`src/rtl/rom_bus_arbiter.sv`:
```
// Shares the base SRAM between IF fetches and MEM loads/stores using fixed wait states.
// Optional fair arbitration is enabled by defining ROM_ARB_FAIR_EN.
module rom_bus_arbiter #(
    parameter int WAIT_CYCLES = 2,
    parameter int RAM_ADDR_W  = 20
) (
    input  logic                  clk,
    input  logic                  rst,
    input  logic                  flush,
    input  logic                  if_req,
    input  logic [31:0]           if_addr,
    input  logic                  mem_req,
    input  logic                  mem_we,
    input  logic [31:0]           mem_addr,
    input  logic [31:0]           mem_wdata,
    input  logic [3:0]            mem_sel,
    output logic [31:0]           if_rdata,
    output logic                  if_ready,
    output logic [31:0]           mem_rdata,
    output logic                  mem_ready,
    output logic                  stallreq_if,
    output logic                  stallreq_mem,
    output logic [RAM_ADDR_W-1:0] ram_addr,
    output logic [31:0]           ram_wdata,
    output logic                  ram_wdata_oe,
    input  logic [31:0]           ram_rdata,
    output logic [3:0]            ram_be_n,
    output logic                  ram_ce_n,
    output logic                  ram_oe_n,
    output logic                  ram_we_n
);

    localparam int CNT_W = (WAIT_CYCLES > 1) ? $clog2(WAIT_CYCLES) : 1;
    localparam logic [CNT_W-1:0] CNT_LOAD = CNT_W'(WAIT_CYCLES - 1);

    typedef enum logic [1:0] {S_IDLE, S_RD, S_WR, S_WR_REC} state_t;

    state_t                  state_q, state_d;
    logic [CNT_W-1:0]        cnt_q, cnt_d;
    logic                    own_mem_q, own_mem_d;
    logic                    kill_q, kill_d;
    logic [RAM_ADDR_W-1:0]   addr_q, addr_d;
    logic [31:0]             wdata_q, wdata_d;
    logic [3:0]              sel_q, sel_d;
    logic [31:0]             if_rdata_q, if_rdata_d;
    logic [31:0]             mem_rdata_q, mem_rdata_d;
    logic                    if_ready_q, if_ready_d;
    logic                    mem_ready_q, mem_ready_d;
    logic                    grant_mem;
    logic                    last_mem_q, last_mem_d;

    logic unused_addr_bits;
    assign unused_addr_bits = ^{if_addr[31:RAM_ADDR_W+2], if_addr[1:0],
                                mem_addr[31:RAM_ADDR_W+2], mem_addr[1:0], last_mem_q};

`ifdef ROM_ARB_FAIR_EN
    assign grant_mem = mem_req & ~(if_req & last_mem_q);
`else
    assign grant_mem = mem_req;
`endif

    always_comb begin
        state_d     = state_q;
        cnt_d       = cnt_q;
        own_mem_d   = own_mem_q;
        kill_d      = kill_q;
        addr_d      = addr_q;
        wdata_d     = wdata_q;
        sel_d       = sel_q;
        if_rdata_d  = if_rdata_q;
        mem_rdata_d = mem_rdata_q;
        if_ready_d  = 1'b0;
        mem_ready_d = 1'b0;
        last_mem_d  = last_mem_q;
        case (state_q)
            S_IDLE: begin
                if (mem_req || if_req) begin
                    own_mem_d  = grant_mem;
                    last_mem_d = grant_mem;
                    kill_d     = 1'b0;
                    cnt_d      = CNT_LOAD;
                    addr_d     = grant_mem ? mem_addr[RAM_ADDR_W+1:2] : if_addr[RAM_ADDR_W+1:2];
                    wdata_d    = mem_wdata;
                    // IF fetches always read the full word
                    sel_d      = grant_mem ? mem_sel : 4'hF;
                    state_d    = (grant_mem && mem_we) ? S_WR : S_RD;
                end
            end
            S_RD: begin
                if (!own_mem_q && flush) kill_d = 1'b1;
                if (cnt_q == '0) begin
                    state_d = S_IDLE;
                    if (own_mem_q) begin
                        mem_rdata_d = ram_rdata;
                        mem_ready_d = 1'b1;
                    end else if (!(kill_q || flush)) begin
                        if_rdata_d = ram_rdata;
                        if_ready_d = 1'b1;
                    end
                end else begin
                    cnt_d = cnt_q - 1'b1;
                end
            end
            S_WR: begin
                if (cnt_q == '0) state_d = S_WR_REC;
                else             cnt_d   = cnt_q - 1'b1;
            end
            S_WR_REC: begin
                mem_ready_d = 1'b1;
                state_d     = S_IDLE;
            end
            default: state_d = S_IDLE;
        endcase
    end

    always_ff @(posedge clk) begin
        if (rst) begin
            state_q     <= S_IDLE;
            cnt_q       <= '0;
            own_mem_q   <= 1'b0;
            kill_q      <= 1'b0;
            addr_q      <= '0;
            wdata_q     <= '0;
            sel_q       <= 4'h0;
            if_rdata_q  <= '0;
            mem_rdata_q <= '0;
            if_ready_q  <= 1'b0;
            mem_ready_q <= 1'b0;
            last_mem_q  <= 1'b0;
        end else begin
            state_q     <= state_d;
            cnt_q       <= cnt_d;
            own_mem_q   <= own_mem_d;
            kill_q      <= kill_d;
            addr_q      <= addr_d;
            wdata_q     <= wdata_d;
            sel_q       <= sel_d;
            if_rdata_q  <= if_rdata_d;
            mem_rdata_q <= mem_rdata_d;
            if_ready_q  <= if_ready_d;
            mem_ready_q <= mem_ready_d;
            last_mem_q  <= last_mem_d;
        end
    end

    // Strobes decode straight from registered state so they never glitch on input changes
    assign ram_ce_n     = (state_q == S_IDLE);
    assign ram_oe_n     = (state_q != S_RD);
    assign ram_we_n     = (state_q != S_WR);
    assign ram_wdata_oe = (state_q == S_WR) || (state_q == S_WR_REC);
    assign ram_be_n     = (state_q == S_IDLE) ? 4'hF : ~sel_q;
    assign ram_addr     = addr_q;
    assign ram_wdata    = wdata_q;

    assign if_rdata     = if_rdata_q;
    assign if_ready     = if_ready_q;
    assign mem_rdata    = mem_rdata_q;
    assign mem_ready    = mem_ready_q;
    assign stallreq_if  = if_req & ~if_ready_q;
    assign stallreq_mem = mem_req & ~mem_ready_q;

endmodule
```
`config.mk`:
```
export PLATFORM = sky130hd
export DESIGN_NAME = rom_bus_arbiter
export DESIGN_NICKNAME = d
export VERILOG_FILES = /design/src/rtl/rom_bus_arbiter.sv
export SDC_FILE = /design/constraint.sdc
export NUM_CORES = 1
export LEC_CHECK = 0
export CAP_MARGIN = 20
export CORE_MARGIN = 2
export CORE_UTILIZATION = 35
export CTS_CLUSTER_DIAMETER = 30
export DETAILED_ROUTE_END_ITERATION = 8
export GPL_ROUTABILITY_DRIVEN = 0
export PLACE_DENSITY = 0.76
export SLEW_MARGIN = 20
export SYNTH_ARGS = -nofsm -noshare
export SYNTH_HDL_FRONTEND = slang
export SYNTH_SLANG_ARGS = --single-unit
```
`constraint.sdc`:
```
create_clock -name clk -period 1.7 [get_ports clk]
set_input_delay 0.34 -clock clk [delete_from_list [all_inputs] [get_ports clk]]
set_output_delay 0.34 -clock clk [all_outputs]
set_load 0.01 [all_outputs]
```
==> impl_metrics.tcl <==
set metrics [dict create \
    layout.nets 980 \
    holdCritPathClass "input pin to register" \
    grt_util_all_layers_pct 20.4 \
    start_util_pct 35.7 \
    nFillCells 1178 \
    syn-mean-instance-area_um2 8.39 \
    fp.dieW_um 123 \
    antenna_found_initial 0 \
    die_h_um 123 \
    crit_path_start_kind "register" \
    synth_warnings 0 \
    multi_input_area_mm2 0.00230 \
    fin_skew_ns 0.00438 \
    antenna_cells 0 \
    worst_ep_required_time_ns 1.99 \
    clk_path_buf_depth 2 \
    crit_path_max_fanout 12 \
    maxSlewViolCount 0 \
    area_growth_pct 74.2 \
    ir_drop_v 0.000853 \
    fmax_ghz 0.577 \
    post_drt_via_cell_ratio 4.85 \
    p_per_area_mw_per_mm2 1470 \
    power.leakage_nw 3.29 \
    wl_um 15800 \
    core.rowCount 43 \
    cts_sinks 127 \
    final_util_pct 62.2 \
    cts_hold_buf 0 \
    finalHoldViolCount 0 \
    grt_first_pass_wirelength_um 23700 \
    yosys.area.top_type "dfxtp_1" \
    grt_pass1_vias 4728 \
    yosysSeqAreaShare_pct 51.7 \
    remaining_drc_errors 0 \
    drt-initial-drc-count 236 \
    place_ws_ns -0.517 \
    cts_tree "yes" \
    syn-num-nets 730 \
    numCtsBuffers 17 \
    ys_ff_latch 127 \
    dp_hpwl_um 10800 \
    ys_top_cells_by_area "dfxtp_1 52%, a21oi_1 10%, nand2_1 9.9%" \
    fin_ws_ns -0.0319 \
    syn_area_mm2 0.00491 \
    fin_crit_sh_pct 102 \
    critical_path_arrival_ns 2.02 \
    worst_slew_pin_slew_ns 0.483 \
    synth_cells 586 \
    yosys.cell_types.count 32 \
    placed_area_mm2 0.00765 \
    final_cell_area_mm2 0.00856 \
    drive_gt1_share_pct 14.3 \
    grt-ovfl-total 0 \
    ff_latch_area_mm2 0.00255 \
    crit_path_end_kind "register" \
    synth_edf_count 0 \
    core_mm2 0.0138 \
    dr_total_vias 4982 \
    ant_nets 0 \
    io_buffer_count 241 \
    crit_type "register to register" \
    drv_cap 0 \
    p_total_w 0.0126 \
    cts.clk_slew.worst_paths_ns 0.05 \
    rsz0062_at_grt "yes" \
    yosys-top-cells-count "130 x nand2_1, 127 x dfxtp_1, 101 x a21oi_1, 33 x nand3_1, 28 x o21ai_1" \
    insertion_delay_ns 0.41 \
    violations "setup timing" \
    synthArstFlopShare_pct 0 \
    cts_max_level 4 \
    grt_max_degree 56 \
    synth_top_area_share_pct 51.7 \
    cts-root-buf "clkbuf_16" \
    drt_pass1_iterations 4 \
    status "finished with violations" \
    wl_per_cell_um 15.4 \
    yosysMostFrequentCell "nand2_1" \
    slew_headroom_pct 67.8 \
    setup_viol_count_final 18 \
    die_area_mm2 0.0150 \
    ios 266 \
    synth_ff_type "dfxtp_1" \
    min_period_ns 1.73 \
]
## timing repair
action | in CTS | in global routing
pin swaps | 0 | 11
buffers inserted | 0 | 2
gates cloned | 0 | 4
endpoints found under the setup margin | 76 | 53
resized for setup | 58 | 51
## per-stage QoR
stage / hold slack, ns / std cells / setup TNS [ns]
after detailed placement: 0.445 / 991 / -8.61
final: 0.287 / 1027 / -0.368
after global placement: 0.441 / 991 / -5.54
after CTS: 0.266 / 1021 / -0.245
after floorplan: 0.476 / 586 / 0
after global routing: 0.289 / 1027 / -1.91
## layout by cell type, fill, tap and decap left out, types with 7 or more instances in the layout
master	instances
o21ai_2	21
dlymetal6s2s_1	8
o21ai_1	13
nand2_1	130
mux2i_1	21
clkbuf_16	20
buf_6	10
nand3_1	33
a211oi_1	20
buf_4	24
a21oi_1	96
buf_12	7
nor2_1	27
dfxtp_1	124
clkdlybuf4s50_1	219
## state kept, by name (all words and copies together) (netlist names)
register,count
mem_rdata,32
kill_q,1
state_q,2
if_rdata,32
if_ready,1
mem_ready,1
ram_wdata,32
ram_addr,20
cnt_q,1
own_mem_q,1
sel_q,4
## layout make-up
cell class	count	share of cell area, %
repair buffers	279	33.3
clock buffers	25	5.90
clock inverters	5	1.20
inverters	5	0.307
multi-input cells	406	26.8
flip-flops and latches	127	29.8
well taps	180	2.63
## report_power, final
group	leakage (nW)	total (W)	switching (W)	internal, W
clock	0.295	0.00372	0.00123	0.00248
sequential	1.04	0.00399	0.000394	0.00360
combinational	1.95	0.00491	0.00238	0.00253
total	3.29	0.0126	0.00401	0.00861
## worst paths after layout
kind	slack [ns]	end	startpoint	cells after the start
worst min-delay path	0.29	ram_wdata[19]	rst	2
worst max register to register	-0.03	if_rdata[23]	state_q[0]	6
worst min register to register	0.45	mem_rdata[25]	mem_rdata[25]	2
worst max-delay path	-0.03	if_rdata[23]	state_q[0]	6
## per-layer routing
layer	share of wire [%]	vias up	wire (µm)	global-route usage, %
li1	-	2490	-	-
met1	41	2276	6530	24.2
met2	48	198	7630	33.4
met3	8.6	18	1360	7.76
met4	1.8	0	289	7.69
met5	0	-	0	0
## worst max-delay path: stages, from the launching register on
cell	delay, ns
dfxtp_4	0.36
buf_6	0.12
ha_4	0.15
or4b_4	0.55
clkbuf_16	0.22
o21ai_1	0.12
a21oi_1	0.07
## kinds of logic (layout without fill, tap and decap cells)
family,after synthesis,count (layout),share of synthesized area (%)
adders and majority gates,6,6,1.53
DFF,127,127,51.7
muxes,21,21,4.28
buffers and inverters,53,314,5.04
and+or+nand+nor,214,214,19.2
AOI/OAI and AO/OA,165,165,18.2
(Power assumes the default switching activity.)
